<file path="config.mk">
export PLATFORM = sky130hd
export DESIGN_NAME = pipe_skid_reg
export DESIGN_NICKNAME = d
export VERILOG_FILES = /design/src/rtl/cpu_types_pkg.sv /design/src/rtl/pipe_pkg.sv /design/src/rtl/pipe_skid_reg.sv
export SDC_FILE = /design/constraint.sdc
export NUM_CORES = 1
export LEC_CHECK = 0
export ABC_AREA = 1
export ABC_CLOCK_PERIOD_IN_PS = 2140
export CORE_ASPECT_RATIO = 0.8
export CORE_UTILIZATION = 52
export CTS_CLUSTER_SIZE = 25
export DETAILED_ROUTE_END_ITERATION = 8
export PLACE_DENSITY = 0.79
export SETUP_SLACK_MARGIN = 0.2
export SYNTH_ARGS = -nofsm -noshare
export SYNTH_HDL_FRONTEND = slang
export SYNTH_SLANG_ARGS = --single-unit
</file>
<file path="constraint.sdc">
create_clock -name CLK -period 2.14 [get_ports CLK]
set_clock_uncertainty 0.15 [all_clocks]
set_input_delay 0.428 -clock CLK [delete_from_list [all_inputs] [get_ports CLK]]
set_output_delay 0.428 -clock CLK [all_outputs]
set_load 0.02 [all_outputs]
</file>
<file path="src/rtl/cpu_types_pkg.sv">
// Core-wide scalar types shared by the pipeline latches.
package cpu_types_pkg;

    typedef logic [63:0] word_t;

endpackage : cpu_types_pkg

</file>
<file path="src/rtl/pipe_pkg.sv">
// Pipeline-stage types: skid-register state encoding and its occupancy mapping.
package pipe_pkg;

    import cpu_types_pkg::*;

    localparam int unsigned PSKID_DEFAULT_WIDTH = $bits(word_t);

    typedef enum logic [1:0] {
        EMPTY = 2'd0,
        FULL  = 2'd1,
        SKID  = 2'd2
    } pskid_state_t;

    function automatic logic [1:0] pskid_occ(input pskid_state_t s);
        case (s)
            FULL:    pskid_occ = 2'd1;
            SKID:    pskid_occ = 2'd2;
            default: pskid_occ = 2'd0;
        endcase
    endfunction

endpackage : pipe_pkg

</file>
<file path="src/rtl/pipe_skid_reg.sv">
// Two-entry skid register between pipeline stages: registered in_ready,
// hold/flush control, and a saturating counter of stalled-valid cycles.
module pipe_skid_reg
    import pipe_pkg::*;
#(
    parameter int unsigned       WIDTH = PSKID_DEFAULT_WIDTH,
    parameter logic [WIDTH-1:0]  NOP   = '0,
    parameter int unsigned       CNTW  = 16
) (
    input  logic              CLK,
    input  logic              nRST,
    input  logic              in_valid,
    input  logic [WIDTH-1:0]  in_data,
    output logic              in_ready,
    output logic              out_valid,
    output logic [WIDTH-1:0]  out_data,
    input  logic              out_ready,
    input  logic              hold,
    input  logic              flush,
    output logic [1:0]        occ,
    output logic [CNTW-1:0]   stall_cnt,
    output pskid_state_t      dbg_state
);

    // Handshake: a beat moves upstream->stage when in_valid & in_ready, and
    // stage->downstream when out_valid & out_ready & !hold. A valid beat stays
    // stable until it moves; in_ready depends only on registered state.

    pskid_state_t     state_q, state_nxt;
    logic [WIDTH-1:0] main_q, main_nxt;
    logic [WIDTH-1:0] skid_q, skid_nxt;
    logic             in_ready_q;
    logic [1:0]       occ_q;
    logic             accept, pop, stalled;

    assign out_valid = (state_q != EMPTY);
    assign out_data  = out_valid ? main_q : NOP;
    assign in_ready  = in_ready_q;
    assign occ       = occ_q;
    assign dbg_state = state_q;

    assign accept  = in_valid & in_ready_q;
    assign pop     = out_valid & out_ready & ~hold;
    assign stalled = out_valid & ~(out_ready & ~hold) & ~flush;

    always_comb begin
        state_nxt = state_q;
        main_nxt  = main_q;
        skid_nxt  = skid_q;
        if (flush) begin
            // Flush wins over a same-cycle accept and pop.
            state_nxt = EMPTY;
        end else begin
            case (state_q)
                EMPTY: begin
                    if (accept) begin
                        state_nxt = FULL;
                        main_nxt  = in_data;
                    end
                end
                FULL: begin
                    if (accept && pop) begin
                        main_nxt = in_data;
                    end else if (accept) begin
                        state_nxt = SKID;
                        skid_nxt  = in_data;
                    end else if (pop) begin
                        state_nxt = EMPTY;
                    end
                end
                SKID: begin
                    if (pop) begin
                        state_nxt = FULL;
                        main_nxt  = skid_q;
                    end
                end
                default: state_nxt = EMPTY;
            endcase
        end
    end

    always_ff @(posedge CLK or negedge nRST) begin
        if (!nRST) begin
            state_q    <= EMPTY;
            main_q     <= NOP;
            skid_q     <= NOP;
            in_ready_q <= 1'b1;
            occ_q      <= 2'd0;
        end else begin
            state_q    <= state_nxt;
            main_q     <= main_nxt;
            skid_q     <= skid_nxt;
            in_ready_q <= (state_nxt != SKID);
            occ_q      <= pskid_occ(state_nxt);
        end
    end

    always_ff @(posedge CLK or negedge nRST) begin
        if (!nRST) begin
            stall_cnt <= '0;
        end else if (stalled && (stall_cnt != {CNTW{1'b1}})) begin
            stall_cnt <= stall_cnt + {{(CNTW-1){1'b0}}, 1'b1};
        end
    end

endmodule : pipe_skid_reg

</file>
==> impl_metrics.yaml <==
power_and_ir_drop:
  total_power_mw: 9.94
  seqPwrFrac_pct: 40.4
  powerDensity_nw_per_um2: 956
  swShare_pct: 33.0
  peakVddDrop_mv: 0.595
  pwr-share-clk_pct: 27.6
  p_int_mw: 6.65
  p_leak_nw: 4.97
  power_switching_mw: 3.28
  combPwrFrac_pct: 32.0
critical_path:
  critPathArrivalTime_ns: 1.53
  path_class: "register to primary output"
  cp-end-kind: "primary output"
  cp-start-kind: "register"
  critPathMaxFanout: 6
  cp.required_ns: 1.56
synthesis:
  avgSynthCellArea_um2: 8.80
  netlist_instances: 856
  yosys.cell_types.count: 28
  yosysSeqAreaShare_pct: 49.5
  ys_warn_count: 0
  ys_ff_latch: 149
  synth_area_um2: 7540
  syn_nets: 927
grt:
  antenna_found_initial: 0
  grt_pass1_vias: 6206
  grt_start_max_net_pins: 55
  grt_usage_pct: 26.7
  grt_pass1_wl_um: 30500
  grt_overflow: 0
timing:
  tns_ns: 0
  drv_slew: 0
  layout_worst_path_cycle_share_pct: 98.4
  hold_viol: 0
  slew_headroom_pct: 64.0
  hold_ws_ns: 0.351
  layout_setup_ws_ns: 0.0333
  grt_setup_unrepaired: "true"
  min_period_ns: 2.11
  fmax_ghz: 0.475
  setup_viol: 0
  tightest_slew_ns: 0.535
final_layout:
  n_antenna_cell: 0
  multi_input_area_um2: 3080
  finalNonFillerCells: 1217
  regArea_um2: 3730
  drive_above_1_share_pct: 26.7
  nets: 1099
  num-fill-cells: 971
  area_delta_synth_final_pct: 37.9
clock_tree:
  clockRootBuffer: "clkbuf_16"
  clk_pin_slew_ns: 0.06
  ctsLongestPathBuffers: 2
  cts_tree: "built"
  clk_latency_ns: 0.42
  h-tree-depth: 4
  clkSinkCount: 149
  cts_made_buffers: 17
floorplan:
  io_pins: 156
  die_x_um: 137
  row_count: 38
  core_region_area_um2: 13800
  dieArea_um2: 15000
  start_util_pct: 54.5
  die_h_um: 110
routing:
  drtPass1Iterations: 5
  post_drt_wl_per_cell_um: 15.4
  dr.first_iter.drc_count: 393
  drc: 0
  drt_wl_total_um: 18700
  vias: 6320
  ant_nets: 0
  vias_per_cell: 5.19
min_path:
  min_path_type: "primary input to asynchronous set/reset pin"
placement:
  pre_cts_ws_ns: 0.0607
  dpl.hpwl_um: 11800
  globalplace.congestion: 0.837
  io_buffers: 155
  dpl.cell_count: 1178
run:
  drv_cap: 0
run_status:
  status: "complete, no violations"
## synth_stat cells, drive strengths merged
cell      n  area share (%)
inv     148             7.4
dfstp     1            0.35
nor3      1           0.066
buf      35             3.9
nand3    15             1.1
nor2    128             6.6
a21oi    46             3.1
clkbuf   15            0.75
nand4     4            0.33
ha        1            0.17
o211ai   64              11
xor2      8            0.93
dfrtp   148              49
nand2   146             7.7
o21ai    94             7.7
a31o      2            0.23
## power groups by stage
stage / Sequential [mW] / Clock (mW) / Combinational [mW]
after global placement: 4.01 / 0 / 2.82
after detailed placement: 4.04 / 0 / 2.90
final: 4.01 / 2.75 / 3.18
after global routing: 4.10 / 2.92 / 3.48
after CTS: 4.00 / 2.79 / 3.16
after floorplan: 4.05 / 0 / 1.69
## final cells by class
class / instances / share of cell area, %
repair buffers: 203 / 21.8
well taps: 180 / 2.17
flip-flops and latches: 149 / 35.9
clock inverters: 5 / 0.506
multi-input cells: 509 / 29.7
inverters: 148 / 5.43
clock buffers: 23 / 4.60
## path summary, 6_finish.rpt
path | from | endpoint | slack [ns] | depth (start not counted)
worst max-delay path | dbg_state[0] | out_data[34] | 0.03 | 7
worst min-delay path | nRST | skid_q[24] | 0.35 | 2
worst max register to register | stall_cnt[0] | stall_cnt[2] | 0.35 | 9
worst min register to register | skid_q[4] | skid_q[4] | 0.36 | 2
max in group asynchronous | nRST | in_ready | 0.82 | 3
min in group CLK | skid_q[4] | skid_q[4] | 0.36 | 2
## flip-flops by register name (all words and copies together) (netlist names)
register / cells
dbg_state: 2
in_ready: 1
main_q: 64
occ: 2
skid_q: 64
stall_cnt: 16
## per-layer routing
| layer | track usage (%) | wire (um) | up-vias | share of wire (%) |
|---|---|---|---|---|
| met5 | 0 | 0 | - | 0 |
| met4 | 8.57 | 202 | 0 | 1.1 |
| met3 | 5.72 | 1230 | 18 | 6.6 |
| met2 | 42.6 | 8910 | 196 | 48 |
| met1 | 36.4 | 8350 | 3040 | 45 |
| li1 | - | - | 3066 | - |
## repair_timing
item | in CTS | in global routing
resized for setup | 381 | 12
pin swaps | 1 | 0
hold buffers | 1 | 0
setup endpoints to repair | 86 | 64
hold endpoints to repair | 39 | 0
setup buffers | 5 | 0
gates cloned | 5 | 0
## cell usage in the layout (no fill, tap or decap), types with 14 or more instances in the layout
cell type | netlist | final
buf_6 | 4 | 26
buf_2 | 20 | 24
dfrtp_1 | 148 | 148
buf_12 | 4 | 30
nor2_1 | 126 | 98
nor2_4 | 2 | 23
a21oi_1 | 46 | 46
clkbuf_16 | 0 | 17
o21ai_2 | 30 | 30
nand3_1 | 14 | 14
dlygate4sd2_1 | 0 | 21
nand2_1 | 140 | 138
buf_4 | 3 | 21
o211ai_2 | 64 | 64
inv_1 | 143 | 143
o21ai_0 | 24 | 24
o21ai_1 | 40 | 40
clkdlybuf4s50_1 | 0 | 68
## cell families (layout without fill, tap and decap cells)
family,after synthesis,count (layout),synth area share [%]
buffers and inverters,198,379,12.1
adder cells (fa/ha/maj),1,1,0.166
AND/OR/NAND/NOR,294,294,15.7
AO/OA/AOI/OAI,206,206,21.7
flip-flops,149,149,49.5
XOR/XNOR,8,8,0.930
## through the flow
step / utilization (%) / instance area, um^2
after floorplan: - / 7540
after global placement: 69.0 / 9550
after detailed placement: 69.0 / 9550
after CTS: 75.0 / 10400
after global routing: 75.1 / 10400
final: 75.1 / 10400
## critical path, cell delays in order, from the launching register on
cell,delay (ns)
dfrtp_1,0.38
inv_2,0.08
nand2_4,0.07
inv_8,0.11
buf_12,0.13
buf_16,0.13
nor2_1,0.05
buf_4,0.15
(Power assumes the default switching activity.)
